$ cat src/rtl/alu_issue_stage.sv
// Decode/issue stage for the RV32I ALU: decodes OP, OP-IMM, LUI and AUIPC into a registered ALU bundle
// behind a 2-entry skid buffer. Optional operand forwarding is enabled by defining ALU_ISSUE_FWD_EN.
module alu_issue_stage #(
  parameter int XLEN = 32,
  parameter int OP_W = 5
) (
  input  logic            clk,
  input  logic            rst_n,
  input  logic            flush,
  input  logic            in_valid,
  output logic            in_ready,
  input  logic [31:0]     in_instr,
  input  logic [XLEN-1:0] in_pc,
  input  logic [XLEN-1:0] in_rs1,
  input  logic [XLEN-1:0] in_rs2,
`ifdef ALU_ISSUE_FWD_EN
  input  logic            fwd_valid,
  input  logic [4:0]      fwd_rd,
  input  logic [XLEN-1:0] fwd_data,
`endif
  output logic            out_valid,
  input  logic            out_ready,
  output logic [OP_W-1:0] alu_op,
  output logic [XLEN-1:0] alu_a,
  output logic [XLEN-1:0] alu_b,
  output logic            alu_cin,
  output logic [4:0]      rd,
  output logic            we,
  output logic            illegal
);

  typedef enum logic [OP_W-1:0] {
    OP_ADD  = 5'd0, OP_SUB = 5'd1, OP_SLL = 5'd2, OP_SLT = 5'd3, OP_SLTU = 5'd4,
    OP_XOR  = 5'd5, OP_SRL = 5'd6, OP_SRA = 5'd7, OP_OR  = 5'd8, OP_AND  = 5'd9
  } alu_op_e;

  typedef struct packed {
    alu_op_e         op;
    logic [XLEN-1:0] a;
    logic [XLEN-1:0] b;
    logic [4:0]      rd;
    logic            we;
    logic            illegal;
`ifdef ALU_ISSUE_FWD_EN
    logic            use1;
    logic [4:0]      rs1_f;
    logic            use2;
    logic [4:0]      rs2_f;
`endif
  } entry_t;

  function automatic alu_op_e f3_to_op(input logic [2:0] f3, input logic b30, input logic is_reg);
    alu_op_e op;
    case (f3)
      3'b000:  op = (is_reg && b30) ? OP_SUB : OP_ADD;
      3'b001:  op = OP_SLL;
      3'b010:  op = OP_SLT;
      3'b011:  op = OP_SLTU;
      3'b100:  op = OP_XOR;
      3'b101:  op = b30 ? OP_SRA : OP_SRL;
      3'b110:  op = OP_OR;
      default: op = OP_AND;
    endcase
    return op;
  endfunction

  function automatic entry_t decode(input logic [31:0] instr, input logic [XLEN-1:0] pc,
                                    input logic [XLEN-1:0] rs1, input logic [XLEN-1:0] rs2);
    entry_t      e;
    logic [2:0]  f3;
    logic [XLEN-1:0] imm_i, imm_u, shamt;
    f3    = instr[14:12];
    imm_i = {{20{instr[31]}}, instr[31:20]};
    imm_u = {instr[31:12], 12'b0};
    shamt = {27'b0, instr[24:20]};
    e     = '0;
    e.rd  = instr[11:7];
    case (instr[6:0])
      7'b0110011: begin
        e.op = f3_to_op(f3, instr[30], 1'b1);
        e.a  = rs1;
        e.b  = rs2;
`ifdef ALU_ISSUE_FWD_EN
        e.use1 = 1'b1;
        e.use2 = 1'b1;
`endif
      end
      7'b0010011: begin
        e.op = f3_to_op(f3, instr[30], 1'b0);
        e.a  = rs1;
        e.b  = (f3 == 3'b001 || f3 == 3'b101) ? shamt : imm_i;
`ifdef ALU_ISSUE_FWD_EN
        e.use1 = 1'b1;
`endif
      end
      7'b0110111: e.b = imm_u;
      7'b0010111: begin
        e.a = pc;
        e.b = imm_u;
      end
      default: e.illegal = 1'b1;
    endcase
`ifdef ALU_ISSUE_FWD_EN
    e.rs1_f = instr[19:15];
    e.rs2_f = instr[24:20];
`endif
    e.we = !e.illegal && (e.rd != 5'd0);
    return e;
  endfunction

  entry_t main_q, skid_q, main_hold, skid_hold, main_n, skid_n, new_e;
  logic   main_v, skid_v, main_v_n, skid_v_n, in_ready_q;
  logic   accept, issue;
  logic [XLEN-1:0] rs1_eff, rs2_eff;

  assign accept = in_valid && in_ready_q;
  assign issue  = main_v && out_ready;

`ifdef ALU_ISSUE_FWD_EN
  logic fwd_hit;
  assign fwd_hit = fwd_valid && (fwd_rd != 5'd0);
  assign rs1_eff = (fwd_hit && fwd_rd == in_instr[19:15]) ? fwd_data : in_rs1;
  assign rs2_eff = (fwd_hit && fwd_rd == in_instr[24:20]) ? fwd_data : in_rs2;

  // Buffered entries keep snooping the forward bus until they issue.
  function automatic entry_t fwd_apply(input entry_t e, input logic hit, input logic [4:0] frd,
                                       input logic [XLEN-1:0] fdata);
    entry_t r;
    r = e;
    if (hit && e.use1 && e.rs1_f == frd) r.a = fdata;
    if (hit && e.use2 && e.rs2_f == frd) r.b = fdata;
    return r;
  endfunction

  assign main_hold = fwd_apply(main_q, fwd_hit, fwd_rd, fwd_data);
  assign skid_hold = fwd_apply(skid_q, fwd_hit, fwd_rd, fwd_data);
`else
  assign rs1_eff   = in_rs1;
  assign rs2_eff   = in_rs2;
  assign main_hold = main_q;
  assign skid_hold = skid_q;
`endif

  assign new_e = decode(in_instr, in_pc, rs1_eff, rs2_eff);

  // NOTE: every always_comb output gets a default first so no path leaves it unassigned (no latch).
  always_comb begin
    main_n   = main_hold;
    skid_n   = skid_hold;
    main_v_n = main_v;
    skid_v_n = skid_v;
    if (flush) begin
      main_v_n = 1'b0;
      skid_v_n = 1'b0;
    end else if (!main_v) begin
      if (accept) begin
        main_n   = new_e;
        main_v_n = 1'b1;
      end
    end else if (issue) begin
      if (skid_v) begin
        main_n   = skid_hold;
        skid_v_n = 1'b0;
      end else if (accept) begin
        main_n = new_e;
      end else begin
        main_v_n = 1'b0;
      end
    end else if (accept) begin
      skid_n   = new_e;
      skid_v_n = 1'b1;
    end
  end

  // NOTE: state registers use non-blocking assignments so all flops update from pre-edge values.
  always_ff @(posedge clk or negedge rst_n) begin
    if (!rst_n) begin
      // NOTE: entry payloads are reset too because they drive the data outputs, which must read 0.
      main_q     <= '0;
      skid_q     <= '0;
      main_v     <= 1'b0;
      skid_v     <= 1'b0;
      in_ready_q <= 1'b1;
    end else begin
      main_q     <= main_n;
      skid_q     <= skid_n;
      main_v     <= main_v_n;
      skid_v     <= skid_v_n;
      in_ready_q <= !skid_v_n;
    end
  end

  assign in_ready  = in_ready_q;
  assign out_valid = main_v;
  assign alu_op    = main_q.op;
  assign alu_a     = main_q.a;
  assign alu_b     = main_q.b;
  assign alu_cin   = 1'b0;
  assign rd        = main_q.rd;
  assign we        = main_q.we;
  assign illegal   = main_q.illegal;

endmodule

$ cat config.mk
export PLATFORM = sky130hd
export DESIGN_NAME = alu_issue_stage
export DESIGN_NICKNAME = d
export VERILOG_FILES = /design/src/rtl/alu_issue_stage.sv
export SDC_FILE = /design/constraint.sdc
export NUM_CORES = 1
export LEC_CHECK = 0
export CORE_MARGIN = 2
export CORE_UTILIZATION = 52
export CTS_CLUSTER_SIZE = 25
export DETAILED_ROUTE_END_ITERATION = 8
export MAX_ROUTING_LAYER = met4
export PLACE_DENSITY = 0.86
export SLEW_MARGIN = 0
export SYNTH_ARGS = -nofsm -noshare
export SYNTH_HDL_FRONTEND = slang
export SYNTH_SLANG_ARGS = --single-unit
$ cat constraint.sdc
create_clock -name clk -period 3 [get_ports clk]
set_input_delay 0.6 -clock clk [delete_from_list [all_inputs] [get_ports clk]]
set_output_delay 0.6 -clock clk [all_outputs]
set_load 0.005 [all_outputs]
==> results by group <==
Outcome
  • Status: completed

Yosys
  • Netlist cell types: 46
  • Syn avg cell area: 9.95 sq um
  • Cells after Synth: 746
  • YS warnings: 0
  • Post-synth ARST share: 100%
  • Seq/Total Area, Yosys: about half
  • Number of synthesized register bits: 154
  • Post-synthesis cell area: 0.00742 sq mm
  • Mapped Nets: 879
  • Post-synth EDFFs: 0
  • Ys flop type: dfrtp_1

Drt
  • DR iter-0 viols: around 470
  • First-pass DRT Iterations: 5
  • Vias per inst: approximately 5.9
  • Detailed-route DRC error count: 0
  • Via count: 6,581
  • Wirelength, routed: 20,400 um
  • WL per Instance: about 18 um
  • Antenna viol nets, final: 0

Global route
  • Overall fraction of global-route tracks in use: 28.1%
  • Initial antenna violation count: 0
  • GRT overflow: 0
  • Global-route wire length before repair: 32,000 um
  • Vias in the first global route: ~6,400
  • Largest net degree at the start of global routing: between 60 and 70

Clocking
  • Total CTS buffers: 17
  • Worst skew pair latency: 420 ps
  • Hold-fix buffers, CTS: 0
  • Clock transition at the registers of the reported paths: 60 ps
  • CTS H-Tree Depth: 4
  • Clk sink count: 154
  • CTS Root Cell: clkbuf_16
  • CTS resizes: 0
  • Post-CTS Setup Repair Bufs: 0
  • CTS tree: yes
  • Max clock buf depth: 2

Placement
  • I/O Buffers: 210
  • Post-DP Area: 0.00965 sq mm
  • Post-DP HPWL: between 10,000 and 15,000 um
  • Gpl congestion: 0.812

STA
  • Max_slew headroom: 59.6%
  • Final Hold Fails: 0
  • Final setup violation count: 0
  • RSZ-0062 raised after global routing: false
  • Post-layout minimum cycle time: 2200 ps
  • Fin crit share: 73.3%
  • Setup TNS: 0 ps
  • Skew final: 4.82 ps
  • Slew Limit Fails: 0
  • Worst Tran Pin Value: 606 ps
  • Fmax: between 400 and 500 MHz

Layout
  • Core Util, Final: 73.3%
  • Filler cells: 994
  • Area growth, synth to finish: 37.6%
  • Antenna cells: 0
  • Layout cell share with drive strength beyond 1: 11.3%
  • Design Area, Final: approximately 0.010 sq mm
  • Most frequent cells in the layout: 208 x clkdlybuf4s50_1, 153 x dfrtp_1, 105 x nand2_1
  • Final nets: 1,056
  • Most common cell after layout, fill and taps aside: clkdlybuf4s50_1

Run
  • MaxCap Viol Count: 0

Worst setup path
  • CP required: 2400 ps
  • Worst Path Buf+Inv: 1
  • Critical Path AT: 1600 ps
  • R2R Setup Slk: 960 ps
  • Crit. End Element: output pin
  • CP max stage delay: roughly 600 ps
  • CP startpoint kind: register
  • Cells along the critical path: clkdlybuf4s50_1
  • CP delay by family, top: buffers and inverters
  • Worst Path Max Fanout: 10
  • Crit-path slowest cell: clkdlybuf4s50_1
  • Critical path class: register to output pin

Die
  • I/O pin cnt: 212
  • Initial Utilization: a little over half
  • Cell row count: 43
  • Die width: 123 um
  • Die height: 123 um
  • Core Area: 0.0139 sq mm
  • DIE AREA: 0.0152 sq mm

Power and ir drop
  • Cell Pwr Density: ~560 mW/mm^2
  • VDD IR max: 370 uV
  • Leakage: between 4 and 5 nW

Hold path
  • Hold Crit Class: primary input to async pin
## worst reg2reg max path, delay by kind of cell, from the launching register on
| family | cells | cell delay, ps |
|---|---|---|
| and+or+nand+nor | 2 | 810 |
| buffers and inverters | 1 | 300 |
| DFF | 1 | 550 |
| AOI/OAI and AO/OA | 1 | 290 |
## sequential cells by signal (all words and copies together) (netlist names)
| name | cells |
|---|---|
| we | 1 |
| alu_a | 32 |
| rd | 5 |
| illegal | 1 |
| out_valid | 1 |
| in_ready | 1 |
| skid_v | 1 |
| alu_b | 32 |
| alu_op | 5 |
| skid_hold | 75 |
## cell families (layout without fill, tap and decap cells)
group / after synthesis / after routing / synth area share [%]
buffers and inverters: 76 / 265 / 4.80
muxes: 11 / 11 / 1.90
and+or+nand+nor: 195 / 195 / 13.2
AOI/OAI and AO/OA: 309 / 309 / 28.1
DFF: 154 / 154 / 51.9
other: 1 / 1 / 0.0505
## power by group
group          total [mW]  switching, mW  leakage, nW  internal, mW
clock network        2.05          0.835        0.273          1.21
registers            2.46          0.149         1.97          2.31
logic                1.23          0.458         1.83         0.775
## metrics by stage
step                power [mW]  worst slack, ps  hold WS [ps]  cells
floorplan                 2.96             1130           304    746
global placement          3.70              447           459   1084
detailed placement        3.72              369           467   1084
CTS                       5.77              804           178   1115
global route              5.99              714           208   1115
finish                    5.74              800           165   1115
## cells in the mapped netlist, types with 2 or more instances
| cell | n | area share, % |
|---|---|---|
| inv_1 | 2 | 0.10 |
| buf_2 | 24 | 1.6 |
| dfrtp_1 | 153 | 52 |
| nand3b_1 | 20 | 2.0 |
| a21oi_1 | 76 | 5.1 |
| clkbuf_1 | 39 | 2.0 |
| o22ai_1 | 23 | 1.9 |
| o21a_1 | 19 | 1.9 |
| a211oi_2 | 2 | 0.34 |
| o21ai_0 | 72 | 4.9 |
| nor2b_1 | 35 | 3.0 |
| buf_6 | 4 | 0.61 |
| o31ai_1 | 33 | 3.3 |
| buf_4 | 3 | 0.30 |
| a21o_1 | 8 | 0.81 |
| nor2_1 | 9 | 0.46 |
| mux2_4 | 5 | 1.0 |
| o221a_2 | 32 | 4.9 |
| buf_1 | 3 | 0.15 |
| nand2_1 | 105 | 5.3 |
| nand2b_1 | 3 | 0.25 |
| nand3_1 | 10 | 0.67 |
| mux2_2 | 5 | 0.76 |
| a211oi_1 | 20 | 2.0 |
| a31oi_1 | 2 | 0.17 |
| o22a_1 | 19 | 2.2 |
## routing by layer
metal	wire, um	vias to the layer above	global-route usage [%]
met5	0	-	-
met4	495	0	10.9
met2	9960	233	44.5
met1	8490	3233	35.0
li1	-	3078	-
met3	1430	37	6.78
## layout make-up
cell class / count / area [sq um] / share of cell area, %
Clock buffer: 19 / 433 / 4.24
Clock inverter: 12 / 126 / 1.24
Inverter: 3 / 11.3 / 0.110
Multi-Input combinational cell: 516 / 3230 / 31.6
Sequential cell: 154 / 3850 / 37.7
Tap cell: 180 / 225 / 2.21
Timing Repair Buffer: 231 / 2330 / 22.8
## worst paths after layout
check / from / end / depth (start not counted)
max: out_valid$_DFF_PN0_ / out_valid / 1
min: rst_n / alu_a[22]$_DFFE_PN0P_ / 1
max reg2reg: in_ready$_DFF_PN1_ / skid_hold[42]$_DFFE_PN0P_ / 4
min reg2reg: skid_hold[71]$_DFFE_PN0P_ / skid_hold[71]$_DFFE_PN0P_ / 2
max in group asynchronous: rst_n / in_ready$_DFF_PN1_ / 2
min in group clk: skid_hold[71]$_DFFE_PN0P_ / skid_hold[71]$_DFFE_PN0P_ / 2
Note: power is estimated with default switching activity, not from simulation.
